$ cat src/rtl/serial_add_sub_if.sv
// serial_add_sub_if: request/result bundle for the bit-serial adder/subtractor.
//   start, m, a, b      : request (mode and operands captured with start)
//   busy, done          : status (busy while bits are processed, done one-cycle pulse)
//   result, cout        : sum/difference and final carry/borrow
//   ovf                 : signed overflow, present only with SERIAL_ADD_SUB_OVF_EN
// Modports: master drives the request, slave (the datapath) drives status/result.
interface serial_add_sub_if #(
  parameter int WIDTH = 8
);
  logic             start;
  logic             m;
  logic [WIDTH-1:0] a;
  logic [WIDTH-1:0] b;
  logic             busy;
  logic             done;
  logic [WIDTH-1:0] result;
  logic             cout;
`ifdef SERIAL_ADD_SUB_OVF_EN
  logic             ovf;

  modport master (output start, m, a, b, input busy, done, result, cout, ovf);
  modport slave  (input start, m, a, b, output busy, done, result, cout, ovf);
`else
  modport master (output start, m, a, b, input busy, done, result, cout);
  modport slave  (input start, m, a, b, output busy, done, result, cout);
`endif
endinterface

$ cat src/rtl/serial_add_sub.sv
// serial_add_sub: bit-serial WIDTH-bit adder/subtractor, LSB first, built around
// a single full_add_sub_1bit cell. One bit pair is processed per clock; the
// carry/borrow lives in a flop between bits. Latency WIDTH+1 cycles per op.
// Ports:
//   clk    : rising-edge clock
//   rst_n  : asynchronous active-low reset
//   bus    : serial_add_sub_if.slave (start/m/a/b in; busy/done/result/cout out)
// Optional: define SERIAL_ADD_SUB_OVF_EN to add bus.ovf, the signed
// two's-complement overflow flag, loaded on DONE entry alongside result.

// 1-bit full adder / full subtractor. m_i=0: a+b+c, m_i=1: a-b-c (c is borrow).
module full_add_sub_1bit (
  input  logic a_i,
  input  logic b_i,
  input  logic c_i,
  input  logic m_i,
  output logic s_o,
  output logic c_o
);
  assign s_o = a_i ^ b_i ^ c_i;
  assign c_o = m_i ? ((~a_i & b_i) | (~(a_i ^ b_i) & c_i))
                   : ((a_i & b_i) | ((a_i ^ b_i) & c_i));
endmodule

module serial_add_sub #(
  parameter int WIDTH = 8
) (
  input  logic            clk,
  input  logic            rst_n,
  serial_add_sub_if.slave bus
);
  localparam int CNT_W = $clog2(WIDTH);

  typedef enum logic [1:0] {IDLE, RUN, DONE} state_t;

  state_t           state_q, state_d;
  logic [WIDTH-1:0] a_sh_q, a_sh_d;
  logic [WIDTH-1:0] b_sh_q, b_sh_d;
  // Only WIDTH-1 bits are stored: the final bit goes straight into result_q.
  logic [WIDTH-2:0] res_sh_q, res_sh_d;
  logic             carry_q, carry_d;
  logic             m_q, m_d;
  logic [CNT_W-1:0] cnt_q, cnt_d;
  logic [WIDTH-1:0] result_q, result_d;
  logic             cout_q, cout_d;
`ifdef SERIAL_ADD_SUB_OVF_EN
  logic             a_msb_q, a_msb_d;
  logic             b_msb_q, b_msb_d;
  logic             ovf_q, ovf_d;
`endif

  logic             cell_s;
  logic             cell_c;
  logic [WIDTH-1:0] res_full;
  logic             last_bit;

  full_add_sub_1bit u_cell (
    .a_i (a_sh_q[0]),
    .b_i (b_sh_q[0]),
    .c_i (carry_q),
    .m_i (m_q),
    .s_o (cell_s),
    .c_o (cell_c)
  );

  // New sum bit enters from the MSB side; on the last bit this is the full result.
  assign res_full = {cell_s, res_sh_q};
  assign last_bit = (cnt_q == CNT_W'(WIDTH - 1));

  always_ff @(posedge clk or negedge rst_n) begin
    if (!rst_n) state_q <= IDLE;
    else        state_q <= state_d;
  end

  always_comb begin
    state_d  = state_q;
    a_sh_d   = a_sh_q;
    b_sh_d   = b_sh_q;
    res_sh_d = res_sh_q;
    carry_d  = carry_q;
    m_d      = m_q;
    cnt_d    = cnt_q;
    result_d = result_q;
    cout_d   = cout_q;
`ifdef SERIAL_ADD_SUB_OVF_EN
    a_msb_d  = a_msb_q;
    b_msb_d  = b_msb_q;
    ovf_d    = ovf_q;
`endif
    case (state_q)
      IDLE, DONE: begin
        if (bus.start) begin
          state_d = RUN;
          a_sh_d  = bus.a;
          b_sh_d  = bus.b;
          m_d     = bus.m;
          carry_d = 1'b0;
          cnt_d   = '0;
`ifdef SERIAL_ADD_SUB_OVF_EN
          a_msb_d = bus.a[WIDTH-1];
          b_msb_d = bus.b[WIDTH-1];
`endif
        end else begin
          state_d = IDLE;
        end
      end
      RUN: begin
        a_sh_d   = {1'b0, a_sh_q[WIDTH-1:1]};
        b_sh_d   = {1'b0, b_sh_q[WIDTH-1:1]};
        res_sh_d = res_full[WIDTH-1:1];
        carry_d  = cell_c;
        cnt_d    = cnt_q + CNT_W'(1);
        if (last_bit) begin
          state_d  = DONE;
          cnt_d    = '0;
          result_d = res_full;
          cout_d   = cell_c;
`ifdef SERIAL_ADD_SUB_OVF_EN
          // Add overflows when like-signed operands give an unlike-signed result;
          // subtract when unlike-signed operands do.
          ovf_d = (m_q ? (a_msb_q ^ b_msb_q) : ~(a_msb_q ^ b_msb_q))
                  & (cell_s ^ a_msb_q);
`endif
        end
      end
      default: state_d = IDLE;
    endcase
  end

  always_ff @(posedge clk or negedge rst_n) begin
    if (!rst_n) begin
      a_sh_q   <= '0;
      b_sh_q   <= '0;
      res_sh_q <= '0;
      carry_q  <= 1'b0;
      m_q      <= 1'b0;
      cnt_q    <= '0;
      result_q <= '0;
      cout_q   <= 1'b0;
`ifdef SERIAL_ADD_SUB_OVF_EN
      a_msb_q  <= 1'b0;
      b_msb_q  <= 1'b0;
      ovf_q    <= 1'b0;
`endif
    end else begin
      a_sh_q   <= a_sh_d;
      b_sh_q   <= b_sh_d;
      res_sh_q <= res_sh_d;
      carry_q  <= carry_d;
      m_q      <= m_d;
      cnt_q    <= cnt_d;
      result_q <= result_d;
      cout_q   <= cout_d;
`ifdef SERIAL_ADD_SUB_OVF_EN
      a_msb_q  <= a_msb_d;
      b_msb_q  <= b_msb_d;
      ovf_q    <= ovf_d;
`endif
    end
  end

  assign bus.busy   = (state_q == RUN);
  assign bus.done   = (state_q == DONE);
  assign bus.result = result_q;
  assign bus.cout   = cout_q;
`ifdef SERIAL_ADD_SUB_OVF_EN
  assign bus.ovf    = ovf_q;
`endif
endmodule
$ cat src/flat_wrapper.sv
// flat-port wrapper written by rule: the top's interface ports become plain ports
module serial_add_sub_flat 
#(
  parameter int WIDTH = 8
)
  (clk, rst_n, bus_start, bus_m, bus_a, bus_b, bus_busy, bus_done, bus_result, bus_cout);
  serial_add_sub_if #(.WIDTH(WIDTH)) bus_i ();
  input  logic clk;
  input  logic rst_n;
  input wire logic [$bits(bus_i.start)-1:0] bus_start;
  input wire logic [$bits(bus_i.m)-1:0] bus_m;
  input wire logic [$bits(bus_i.a)-1:0] bus_a;
  input wire logic [$bits(bus_i.b)-1:0] bus_b;
  output wire logic [$bits(bus_i.busy)-1:0] bus_busy;
  output wire logic [$bits(bus_i.done)-1:0] bus_done;
  output wire logic [$bits(bus_i.result)-1:0] bus_result;
  output wire logic [$bits(bus_i.cout)-1:0] bus_cout;
  assign bus_i.start = bus_start;
  assign bus_i.m = bus_m;
  assign bus_i.a = bus_a;
  assign bus_i.b = bus_b;
  assign bus_busy = bus_i.busy;
  assign bus_done = bus_i.done;
  assign bus_result = bus_i.result;
  assign bus_cout = bus_i.cout;
  serial_add_sub #(.WIDTH(WIDTH)) u_core (.clk(clk), .rst_n(rst_n), .bus(bus_i));
endmodule
$ cat config.mk
export PLATFORM = sky130hd
export DESIGN_NAME = serial_add_sub_flat
export DESIGN_NICKNAME = d
export VERILOG_FILES = /design/src/rtl/serial_add_sub_if.sv /design/src/rtl/serial_add_sub.sv /design/src/flat_wrapper.sv
export SDC_FILE = /design/constraint.sdc
export NUM_CORES = 1
export LEC_CHECK = 0
export BUFFER_PORTS_ARGS = -buffer_cell sky130_fd_sc_hd__buf_4
export CORE_ASPECT_RATIO = 2
export CORE_MARGIN = 5
export CORE_UTILIZATION = 50
export DETAILED_ROUTE_END_ITERATION = 10
export HOLD_SLACK_MARGIN = 0.06
export PLACE_DENSITY = 0.72
export REMOVE_ABC_BUFFERS = 1
export SLEW_MARGIN = 25
export SYNTH_ARGS = -nofsm -noshare
export SYNTH_HDL_FRONTEND = slang
export SYNTH_HIERARCHICAL = 1
export SYNTH_SLANG_ARGS = --single-unit
export TNS_END_PERCENT = 50
$ cat constraint.sdc
create_clock -name clk -period 1.68 [get_ports clk]
set_input_delay 0.336 -clock clk [delete_from_list [all_inputs] [get_ports clk]]
set_output_delay 0.336 -clock clk [all_outputs]
set_load 0.02 [all_outputs]
After elaboration in Yosys (flattened, before gate mapping) --
Index checks and enable logic that the tools add are counted.
Cells by class: equal/unequal tests 5, $add $sub $neg 1, reduce and logical (&&, ||, !) cells 6, mux-type cells 13, bitwise operators 10
Operators by type and width (number):
- case mux 8 bit (2 select lines) | 2
- two-way mux 8 bit | 2
- two-way mux 3 bit | 2
- case mux 3 bit (2 select lines) | 1
- AND reduction 2 bit | 3
- AND 1 bit | 4
- case mux 2 bit (2 select lines) | 1
- adder 3 x 1 -> 3 bit, second input constant | 1
- equality test 3 bit, second input constant | 1
- two-way mux 1 bit | 3
- equality test 2 x 1 -> 1 bit, second input constant | 1
- equality test 2 bit, second input constant | 1
- logical NOT 2 bit | 1
- two-way mux 2 bit | 1
- inequality test 2 x 1 -> 1 bit, second input constant | 1
- inequality test 2 bit, second input constant | 1
- NOT 1 bit | 2
- bitwise OR 1 bit | 2
- case mux 1 bit (2 select lines) | 1
- nonzero test 2 bit | 1
- OR reduction 2 bit | 1
- bitwise XOR 1 bit | 2
Word-level totals: output and inout bits 11, register bits 39, logic and storage cells 44, bits of input ports 20

Longest topological paths before layout --
Gate-level depths: netlist (run 1).
word-level depth 6, depth in mapped cells 5, mapped depth without buffers 5

Hierarchy --
Netlist (run 1), hierarchy kept.
Modules (own cells, without submodules):
- serial_add_sub | cells each 131, seq. area each 975.9 sq um, area an instance 1898.1 sq um, instances 1
- full_add_sub_1bit | cells each 6, seq. area each 0.0 sq um, area an instance 61.3 sq um, instances 1

Worst setup path after synthesis (run 1) --
OpenSTA, ideal clock, no wires.
kind flip-flop to flip-flop, start register u_core.a_sh_q[0], end register u_core.carry_q, slack 151 ps, library setup time 121 ps, period minus slack after synthesis 1529 ps, buffers on the path 0, cell stages (with the launch flop) 6, data arrival time 1408 ps, path through dfrtp_1 > fa_1 > inv_1 > mux2i_1 > mux2_2 > a22o_1
On the way: word-level cells in the longest chain between the ends 6, elaborated cells on any way between the ends 11
RTL lines:
- start, declared | RTL line serial_add_sub.sv:37 | logic [WIDTH-1:0] a_sh_q, a_sh_d;
- start signal, assigned | RTL line serial_add_sub.sv:146 | a_sh_q <= a_sh_d;
- bitwise XOR 1 bit | RTL line serial_add_sub.sv:21, serial_add_sub.sv:22
- NOT 1 bit | RTL line serial_add_sub.sv:21 | assign c_o = m_i ? ((~a_i & b_i) | (~(a_i ^ b_i) & c_i))
- AND 1 bit | RTL line serial_add_sub.sv:21
- bitwise OR 1 bit | RTL line serial_add_sub.sv:21
- two-way mux 1 bit * | RTL line serial_add_sub.sv:21
- net u_core.cell_c | RTL line serial_add_sub.sv:53 | logic cell_c;
- case mux 1 bit (2 select lines) * | RTL line serial_add_sub.sv:90 | case (state_q)
- end signal, assigned | RTL line serial_add_sub.sv:149 | carry_q <= carry_d;
- end, declared | RTL line serial_add_sub.sv:41 | logic carry_q, carry_d;
The timed path passes the listed nets; every way through them passes the cells marked *. A chain may end at the register's enable or synchronous reset.

Worst setup path after layout (run 1) --
start register u_core.cnt_q[0], end register u_core.result_q[4], in the netlist u_core/bus.result[4]
On the way: word-level cells in the longest chain between the ends 2
RTL lines:
- start, declared | RTL line serial_add_sub.sv:43 | logic [CNT_W-1:0] cnt_q, cnt_d;
- start signal, assigned | RTL line serial_add_sub.sv:151 | cnt_q <= cnt_d;
- equality test 3 bit | RTL line serial_add_sub.sv:68 | assign last_bit = (cnt_q == CNT_W'(WIDTH - 1));
- AND reduction 2 bit (no line)
- end signal, assigned | RTL line serial_add_sub.sv:152 | result_q <= result_d;
- end, declared | RTL line serial_add_sub.sv:44 | logic [WIDTH-1:0] result_q, result_d;
Every way passes these cells.

==> results.yml, run 1 <==
floorplanning:
  io_pins: 31
  initial_core_util_pct: 50.98
  die_h_um: 98.53
  core_area_um2: 3844
  die_area_um2: 5347
  row_count: 32
  dieWidth_um: 54.27
setup_path:
  end_kind: "flip-flop"
  arrival_ns: 1.76
  worstSetupPathType: "reg2reg"
  required_ns: 1.85
  startpoint_type: "flip-flop"
  worstPathMaxFanout: 9
cts:
  clock_latency_ns: 0.29
  cts.path.max_buffers: 2
  cts_made_buffers: 5
  htree_levels: 2
  cts-root-buf: "clkbuf_8"
  clkTransAtPathRegs_ns: 0.08
  cts.sinks: 39
  cts_tree: "yes"
drt:
  dr.pass1.iters: 2
  vias: 1185
  detail_route.vias_per_cell: 5.267
  highest_layer: "met4"
  wl_met1_um: 1279
  wire_per_inst_um: 15.37
  drt_iter0_drc: 8
  routed_wl_um: 3458
  post-route-drc-count: 0
  wl_met3_um: 181
  ant_nets: 0
  wl_met2_um: 1941
sta:
  clock_skew_ns: 0.006656
  fin_crit_ns: 1.587
  max_slew_margin_pct: 67.15
  period_share_pct: 94.46
  hold_viol_final: 0
  fmax_mhz: 630.1
  slew_violations: 0
  setup_viol: 0
  grt_setup_unrepaired: "no"
  worst_pin_slew_ns: 0.4928
  holdWs_ns: 0.2943
synth:
  ys.warnings.count: 6
  netlist-cell-type-count: 23
  syn_area_um2: 1959
  ys_seq_area_share_pct: 49.81
  synth_seq_cells: 39
  syn_inst: 137
  syn-mean-instance-area_um2: 14.30
finish:
  syn2layout_area_growth_pct: 21.26
  insertedDiodeCount: 0
  final_core_util_pct: 61.82
  nets: 197
  final_common_cell: "mux2i_1"
  layout_common_cells: "mux2i_1 (45), dfrtp_1 (38), buf_4 (34)"
  drive_gt1_share_pct: 39.66
global_routing:
  grt-ovfl-total: 0
  grt_pass1_wl_um: 5796
  grt_usage_pct: 14.59
  grt_max_degree: 40
  grt_pass1_vias: 1292
  antenna_found_initial: 0
pwr:
  power_frac_seq_pct: 39.7
  p_int_mw: 2.898
  ir_worst_vdd_v: 0.001118
  p_comb_share_pct: 41.9
  clockPowerShare_pct: 18.4
  power_density_nw_per_um2: 1821
  power_leakage_nw: 1.182
  swShare_pct: 33.01
  netSwitchingPower_mw: 1.428
placed_design:
  port_buffers: 30
  place.gp.congestion: 0.7037
  dpl.hpwl_um: 2566
job:
  drv_cap: 0
outcome:
  status: "complete, no violations"
hold_path:
  holdCritPathClass: "in2reg"
[layout make-up]
cell class              instances  area (um^2)
clock buffers                   6        82.58
clock inverters                 2        35.03
fillers                       330         1468
inverters                       5        21.27
multi-input cells              84        879.6
flip-flops and latches         39        977.2
well taps                      51        63.81
repair buffers                 38        316.6
[flip-flops by register name (all words and copies together), names as in the netlist]
name / flops
u_core/a_sh_q: 8
u_core/b_sh_q: 8
u_core/bus.result: 8
u_core/res_sh_q: 7
u_core/cnt_q: 3
u_core/state_q: 2
u_core/bus.cout: 1
u_core/carry_q: 1
u_core/m_q: 1
[final timing paths]
kind,start,endpoint,slack [ns],cells past startpoint
max reg2reg,u_core/cnt_q[0]$_DFFE_PN0P_,u_core/bus.result[4]$_DFFE_PN0P_,0.09,5
min in group asynchronous,rst_n,u_core/bus.result[2]$_DFFE_PN0P_,0.56,2
min,bus_m,u_core/m_q$_DFFE_PN0P_,0.29,2
max in group asynchronous,rst_n,u_core/a_sh_q[0]$_DFFE_PN0P_,0.76,2
max,u_core/cnt_q[0]$_DFFE_PN0P_,u_core/bus.result[4]$_DFFE_PN0P_,0.09,5
min reg2reg,u_core/bus.result[3]$_DFFE_PN0P_,u_core/bus.result[3]$_DFFE_PN0P_,0.51,1
[stage by stage]
| stage | setup WS [ns] | total power [mW] | cells | setup TNS [ns] | area (um^2) |
|---|---|---|---|---|---|
| final | 0.09303 | 4.326 | 225 | 0 | 2376 |
| after global routing | 0.00008105 | 4.619 | 225 | 0 | 2376 |
| after CTS | 0.01017 | 4.359 | 223 | 0 | 2354 |
| after detailed placement | 0.02221 | 3.541 | 214 | 0 | 2223 |
| after global placement | 0.1328 | 3.404 | 214 | 0 | 2223 |
| after floorplan | -0.3239 | 2.903 | 128 | -3.634 | 1872 |
[critical path, cell delays in order (launching register included)]
cell      delay, ns
dfrtp_1        0.40
ha_1           0.20
ha_1           0.22
nand3b_1       0.17
buf_12         0.17
mux2_4         0.30
[Yosys cell counts (all sizes together)]
master	instances	area share (%)
mux2	19	13
buf	9	4.5
ha	2	1.3
a32o	1	0.51
a22o	2	0.89
dfrtp	39	50
fa	2	2.0
mux2i	45	23
o21ai	3	0.77
nor3b	1	0.38
nand3b	1	0.38
nand3	2	0.51
nor4b	1	0.45
a31o	1	0.45
nor2	1	0.19
inv	5	1.1
nor2b	1	0.32
nand2b	2	0.64
[cells by family (layout without fill, tap and decap cells)]
family / Yosys count / count (layout) / share of synthesized area [%]
DFF: 39 / 39 / 49.81
adders and majority gates: 4 / 4 / 3.320
and+or+nand+nor: 9 / 9 / 2.874
buffers and inverters: 14 / 51 / 5.555
muxes: 64 / 64 / 35.82
AOI/OAI and AO/OA: 7 / 7 / 2.618
[per-layer routing]
layer,global-route usage (%),vias to the layer above
li1,-,557
met1,16.75,594
met2,24.84,28
met3,3.933,6
met4,5.182,0
met5,0,-
[timing repair]
action	CTS	global route
hold buffers	1	0
buffers inserted	0	2
gates resized for setup	1	3
endpoints found under the hold margin	39	0
endpoints found under the setup margin	1	2
[power by group through the flow]
stage | Combinational [mW] | Sequential (mW) | Clock [mW]
3_5_place_dp | 1.80 | 1.74 | 0
3_3_place_gp | 1.70 | 1.70 | 0
4_1_cts | 1.81 | 1.73 | 0.826
5_1_grt | 1.97 | 1.78 | 0.871
6_report | 1.81 | 1.72 | 0.797
2_1_floorplan | 1.04 | 1.86 | 0
Power figures use the tool's default switching activity.
==> run 2, diff against run 1 <==
--- a/config.mk
+++ b/config.mk
@@ -10,6 +10,6 @@
 export CORE_MARGIN = 5
-export CORE_UTILIZATION = 50
+export CORE_UTILIZATION = 55
 export DETAILED_ROUTE_END_ITERATION = 10
 export HOLD_SLACK_MARGIN = 0.06
-export PLACE_DENSITY = 0.72
+export PLACE_DENSITY = 0.78
 export REMOVE_ABC_BUFFERS = 1
==> constraint.sdc (replaced) <==
create_clock -name clk -period 1.68 [get_ports clk]
set_input_delay 0.252 -clock clk [delete_from_list [all_inputs] [get_ports clk]]
set_output_delay 0.252 -clock clk [all_outputs]
set_load 0.02 [all_outputs]
==> run 2 against run 1 <==
Clock skew decreased by 0.00066 ns. Setup slack got worse by 0.012 ns. Register-to-register slack about the same. Worst hold slack got worse by 0.094 ns. Final cell count decreased by 1.8%. Cell area decreased by 2.7%. Critical path depth unchanged. Sequential share of layout area increased by 1.1 points. Via count about the same. Power decreased by 4.6%. Clock power decreased by 26%. Critical path type unchanged. Critical endpoint is now u_core/carry_q$_DFFE_PN0P_.
==> results.yml, run 2 (same netlist as run 1, synthesis figures left out) <==
finish:
  nFillCells: 261
  final_common_cell: "mux2i_1"
  final_core_util_pct: 67.69
  drive_gt1_share_pct: 37.57
  layout_common_cells: "mux2i_1 (44), dfrtp_1 (39), buf_4 (35)"
  final_area_um2: 2312
  syn2layout_area_growth_pct: 18.01
  regArea_um2: 975.9
  multi_input_comb_area_um2: 880.8
  nets: 196
  insertedDiodeCount: 0
sta:
  fmax_mhz: 625.4
  setup_viol: 0
  fin_crit_ns: 1.599
  max_slew_margin_pct: 67.73
  grt_setup_unrepaired: "no"
  clock_skew_ns: 0.005995
  period_share_pct: 95.18
  slew_violations: 0
  hold_viol_final: 0
  worst_pin_slew_ns: 0.4841
setup_path:
  crit_chain: "buf_4 > fa_1 > mux2i_2 > mux2_2 > a22o_1"
  required_ns: 1.90
  reg2reg_to: "u_core/carry_q$_DFFE_PN0P_"
  critPathBufInv: 1
  critPathTopFamily: "adder cells"
  reg2regPathDepth: 5
  worstSetupPathType: "reg2reg"
  worst-path-stages: 5
  slowest_delay_ns: 0.44
  worstSetupStartpoint: "u_core/a_sh_q[0]$_DFFE_PN0P_"
  endpoint: "u_core/carry_q$_DFFE_PN0P_"
  end_kind: "flip-flop"
  r2r_slack_ns: 0.08
  arrival_ns: 1.82
  cp_slowest_cell: "fa_1"
  worstPathMaxFanout: 3
  rr_startpoint: "u_core/a_sh_q[0]$_DFFE_PN0P_"
  startpoint_type: "flip-flop"
pwr:
  power_leakage_nw: 1.152
  ir_worst_vdd_v: 0.001001
  power_density_nw_per_um2: 1784
cts:
  cts.path.max_buffers: 2
  postCtsSetupRepairBufs: 0
  cts.sinks: 39
  clkTransAtPathRegs_ns: 0.07
  htree_levels: 2
  cts_made_buffers: 5
  cts-root-buf: "clkbuf_8"
  cts_tree: "yes"
  clock_latency_ns: 0.28
drt:
  ant_nets: 0
  detail_route.vias_per_cell: 5.357
  post-route-drc-count: 0
  dr.pass1.iters: 4
  routed_wl_um: 3584
  vias: 1184
  drt_iter0_drc: 18
  wire_per_inst_um: 16.22
placed_design:
  dpl.hpwl_um: 2710
  place.gp.congestion: 0.6626
  port_buffers: 30
  placed_cell_area_um2: 2215
floorplanning:
  die_area_um2: 4929
  core_area_um2: 3416
  row_count: 30
  die_h_um: 94.41
  io_pins: 31
  dieWidth_um: 52.21
  initial_core_util_pct: 57.36
global_routing:
  antenna_found_initial: 0
  grt_pass1_wl_um: 6106
  grt_pass1_vias: 1371
  grt_usage_pct: 16.36
  grt_max_degree: 40
  grt-ovfl-total: 0
job:
  drv_cap: 0
hold_path:
  min_path_cells: 2
  holdCritPathClass: "in2reg"
outcome:
  status: "complete, no violations"
-- run 2: per-layer routing --
metal / vias to the layer above / part of all wire, % / global-route usage (%)
met2: 31 / 58 / 30.04
met4: 0 / 1.6 / 6.183
met1: 594 / 36 / 17.47
met5: - / 0 / 0
li1: 553 / - / -
met3: 6 / 4.1 / 3.791
-- run 2: worst min path at each step --
stage                     slack (ns)  start                             end
after global routing            0.20  bus_m          u_core/m_q$_DFFE_PN0P_
after detailed placement        0.25  rst_n  u_core/res_sh_q[1]$_DFFE_PN0P_
after CTS                       0.20  bus_m          u_core/m_q$_DFFE_PN0P_
after floorplan                -0.04  rst_n    u_core/a_sh_q[0]$_DFFE_PN0P_
after global placement          0.24  rst_n  u_core/res_sh_q[1]$_DFFE_PN0P_
final                           0.20  bus_m          u_core/m_q$_DFFE_PN0P_
-- run 2: area by class of cell --
class | instances | area share, %
multi-input cells | 84 | 38.10
well taps | 48 | 2.597
inverters | 5 | 0.9199
clock buffers | 7 | 3.301
clock inverters | 1 | 0.2164
repair buffers | 37 | 12.66
flip-flops and latches | 39 | 42.21
-- run 2: through the flow --
| step | instances | total power [mW] | hold slack (ns) | setup TNS, ns | setup WS [ns] |
|---|---|---|---|---|---|
| 2_1_floorplan | 128 | 2.903 | -0.04359 | -3.550 | -0.3239 |
| 3_3_place_gp | 212 | 3.409 | 0.2362 | 0 | 0.1433 |
| 3_5_place_dp | 212 | 3.556 | 0.2491 | 0 | 0.07407 |
| 4_1_cts | 221 | 4.150 | 0.2003 | 0 | 0.03950 |
| 5_1_grt | 221 | 4.394 | 0.2015 | 0 | 0.003357 |
| 6_report | 221 | 4.126 | 0.2003 | 0 | 0.08092 |
-- run 2: what timing repair did --
action / 4_1_cts / 5_1_grt
endpoints found under the hold margin: 39 / 0
hold buffers: 1 / 0
setup endpoints to repair: 0 / 2
gates resized for setup: 0 / 2
-- run 2: report_power, final --
part	total [mW]	internal [mW]	switching (mW)	leakage [nW]
logic	1.82	1.02	0.801	0.628
clock network	0.593	0.291	0.301	0.0422
registers	1.72	1.38	0.337	0.482
total	4.13	2.69	1.44	1.15
==> run 3, diff against run 2 <==
- CORE_UTILIZATION: 55 -> 40
- PLACE_DENSITY: 0.78 -> unset
==> run 3 against run 2 <==
Power is 0.28% lower. Register-to-register slack improved by 0.02 ns. Via count up 0.51%. Sequential share of layout area down 0.31 points. Sequential cell count did not move. Count of clock-buffer cells in the layout shrank 1. Global-route usage fell by 3.8 points. Cell area increased by 0.87%. Worst hold slack is essentially flat. Sequential power is essentially flat. Non-clock buffer count is the same. Critical endpoint is now u_core/bus.result[7]$_DFFE_PN0P_. Largest cell class unchanged.
==> results.yml, run 3 (same netlist as run 1, synthesis figures left out) <==
cts:
  cts-root-buf: "clkbuf_8"
  htree_levels: 2
  cts.sinks: 39
  cts_tree: "yes"
  cts.path.max_buffers: 2
  clkTransAtPathRegs_ns: 0.07
  clock_latency_ns: 0.29
  cts_made_buffers: 5
finish:
  layout_common_cells: "mux2i_1 (45), dfrtp_1 (38), buf_4 (35)"
  instances_no_fill: 229
  drive_gt1_share_pct: 38.37
  final_area_um2: 2332
  nFillCells: 431
  final_core_util_pct: 48.39
  insertedDiodeCount: 0
  syn2layout_area_growth_pct: 19.03
  nets: 196
  final_common_cell: "mux2i_1"
sta:
  fmax_mhz: 631.7
  setup_viol: 0
  tns_ns: 0
  max_slew_margin_pct: 67.29
  holdWs_ns: 0.2003
  fin_crit_ns: 1.583
  worst_slack_ns: 0.09703
  slew_violations: 0
  hold_viol_final: 0
  clock_skew_ns: 0.004427
  worst_pin_slew_ns: 0.4907
  grt_setup_unrepaired: "no"
  period_share_pct: 94.22
drt:
  ant_nets: 0
  wire_per_inst_um: 15.34
  post-route-drc-count: 0
  vias: 1190
  drt_iter0_drc: 25
  routed_wl_um: 3512
  detail_route.vias_per_cell: 5.197
  dr.pass1.iters: 3
global_routing:
  grt_max_degree: 40
  grtUsageMet1_pct: 14.48
  grt_use_met3_pct: 3.436
  gr-max-usage-layer: "met2"
  grt_usage_pct: 12.60
  grt_pass1_wl_um: 6230
  grt-ovfl-total: 0
  grt_pass1_vias: 1320
  use_met2_pct: 21.67
  antenna_found_initial: 0
floorplanning:
  dieWidth_um: 59.49
  initial_core_util_pct: 40.65
  die_area_um2: 6483
  core_area_um2: 4820
  row_count: 36
  io_pins: 31
  die_h_um: 109.0
setup_path:
  arrival_ns: 1.76
  required_ns: 1.86
  worstSetupPathType: "reg2reg"
  critPathBufInv: 1
  end_kind: "flip-flop"
  critPathMostFrequentCell: "ha_1"
  cp_slowest_cell: "dfrtp_1"
  worstPathMaxFanout: 9
  startpoint_type: "flip-flop"
  critPathTopFamily: "adder cells"
  slowest_delay_ns: 0.41
  crit_chain: "ha_1 > ha_1 > nand3b_1 > buf_12 > mux2_4"
pwr:
  power_frac_seq_pct: 41.5
  p_comb_share_pct: 42.9
  total_power_mw: 4.115
  power_density_nw_per_um2: 1764
  swShare_pct: 34.18
  p_int_mw: 2.708
  ir_worst_vdd_v: 0.0009869
  power_leakage_nw: 1.159
  clockPowerShare_pct: 15.6
  netSwitchingPower_mw: 1.406
placed_design:
  port_buffers: 30
  place.gp.congestion: 0.6851
  place_ws_ns: 0.1073
  dpl.hpwl_um: 2596
  placed_cell_area_um2: 2226
  dp_cells: 221
outcome:
  status: "complete, no violations"
hold_path:
  holdCritPathClass: "in2reg"
job:
  drv_cap: 0
-- run 3: worst reg2reg max path: stages, from the launching register on --
cell and delay, ns:
dfrtp_1 0.41, ha_1 0.21, ha_1 0.22, nand3b_1 0.17, buf_12 0.16, mux2_4 0.30
-- run 3: final timing paths --
kind / from / endpoint / slack, ns / cells after the start
min: bus_m / u_core/m_q$_DFFE_PN0P_ / 0.20 / 2
max reg2reg: u_core/cnt_q[0]$_DFFE_PN0P_ / u_core/bus.result[7]$_DFFE_PN0P_ / 0.1 / 5
max: u_core/cnt_q[0]$_DFFE_PN0P_ / u_core/bus.result[7]$_DFFE_PN0P_ / 0.1 / 5
min reg2reg: u_core/res_sh_q[0]$_DFFE_PN0P_ / u_core/res_sh_q[0]$_DFFE_PN0P_ / 0.51 / 1
min in group asynchronous: rst_n / u_core/bus.result[1]$_DFFE_PN0P_ / 0.47 / 2
max in group asynchronous: rst_n / u_core/state_q[1]$_DFFE_PN0P_ / 0.85 / 2
-- run 3: final cells by class --
type	instances	area (um^2)	area share, %
flip-flops and latches	39	977.2	41.90
inverters	5	21.27	0.9120
multi-input cells	84	882.1	37.82
repair buffers	37	292.8	12.55
clock buffers	6	82.58	3.541
well taps	57	71.32	3.058
clock inverters	1	5.005	0.2146
-- run 3: timing repair --
item,4_1_cts,5_1_grt
setup buffers,0,0
gates cloned,0,0
resized for setup,1,2
endpoints found under the setup margin,1,2
endpoints found under the hold margin,39,0
hold buffers,1,0
-- run 3: power by group through the flow --
| stage | clock [mW] | combinational, mW | sequential, mW |
|---|---|---|---|
| after CTS | 0.661 | 1.79 | 1.72 |
| after detailed placement | 0 | 1.79 | 1.74 |
| after global placement | 0 | 1.72 | 1.70 |
| after floorplan | 0 | 1.04 | 1.86 |
| after global routing | 0.705 | 1.94 | 1.78 |
| final | 0.640 | 1.77 | 1.71 |
-- run 3: metal layers --
layer  wire [um]  part of all wire [%]
met1        1326                    38
met3         167                   4.8
met4          59                   1.7
met2        1958                    56
met5           0                     0
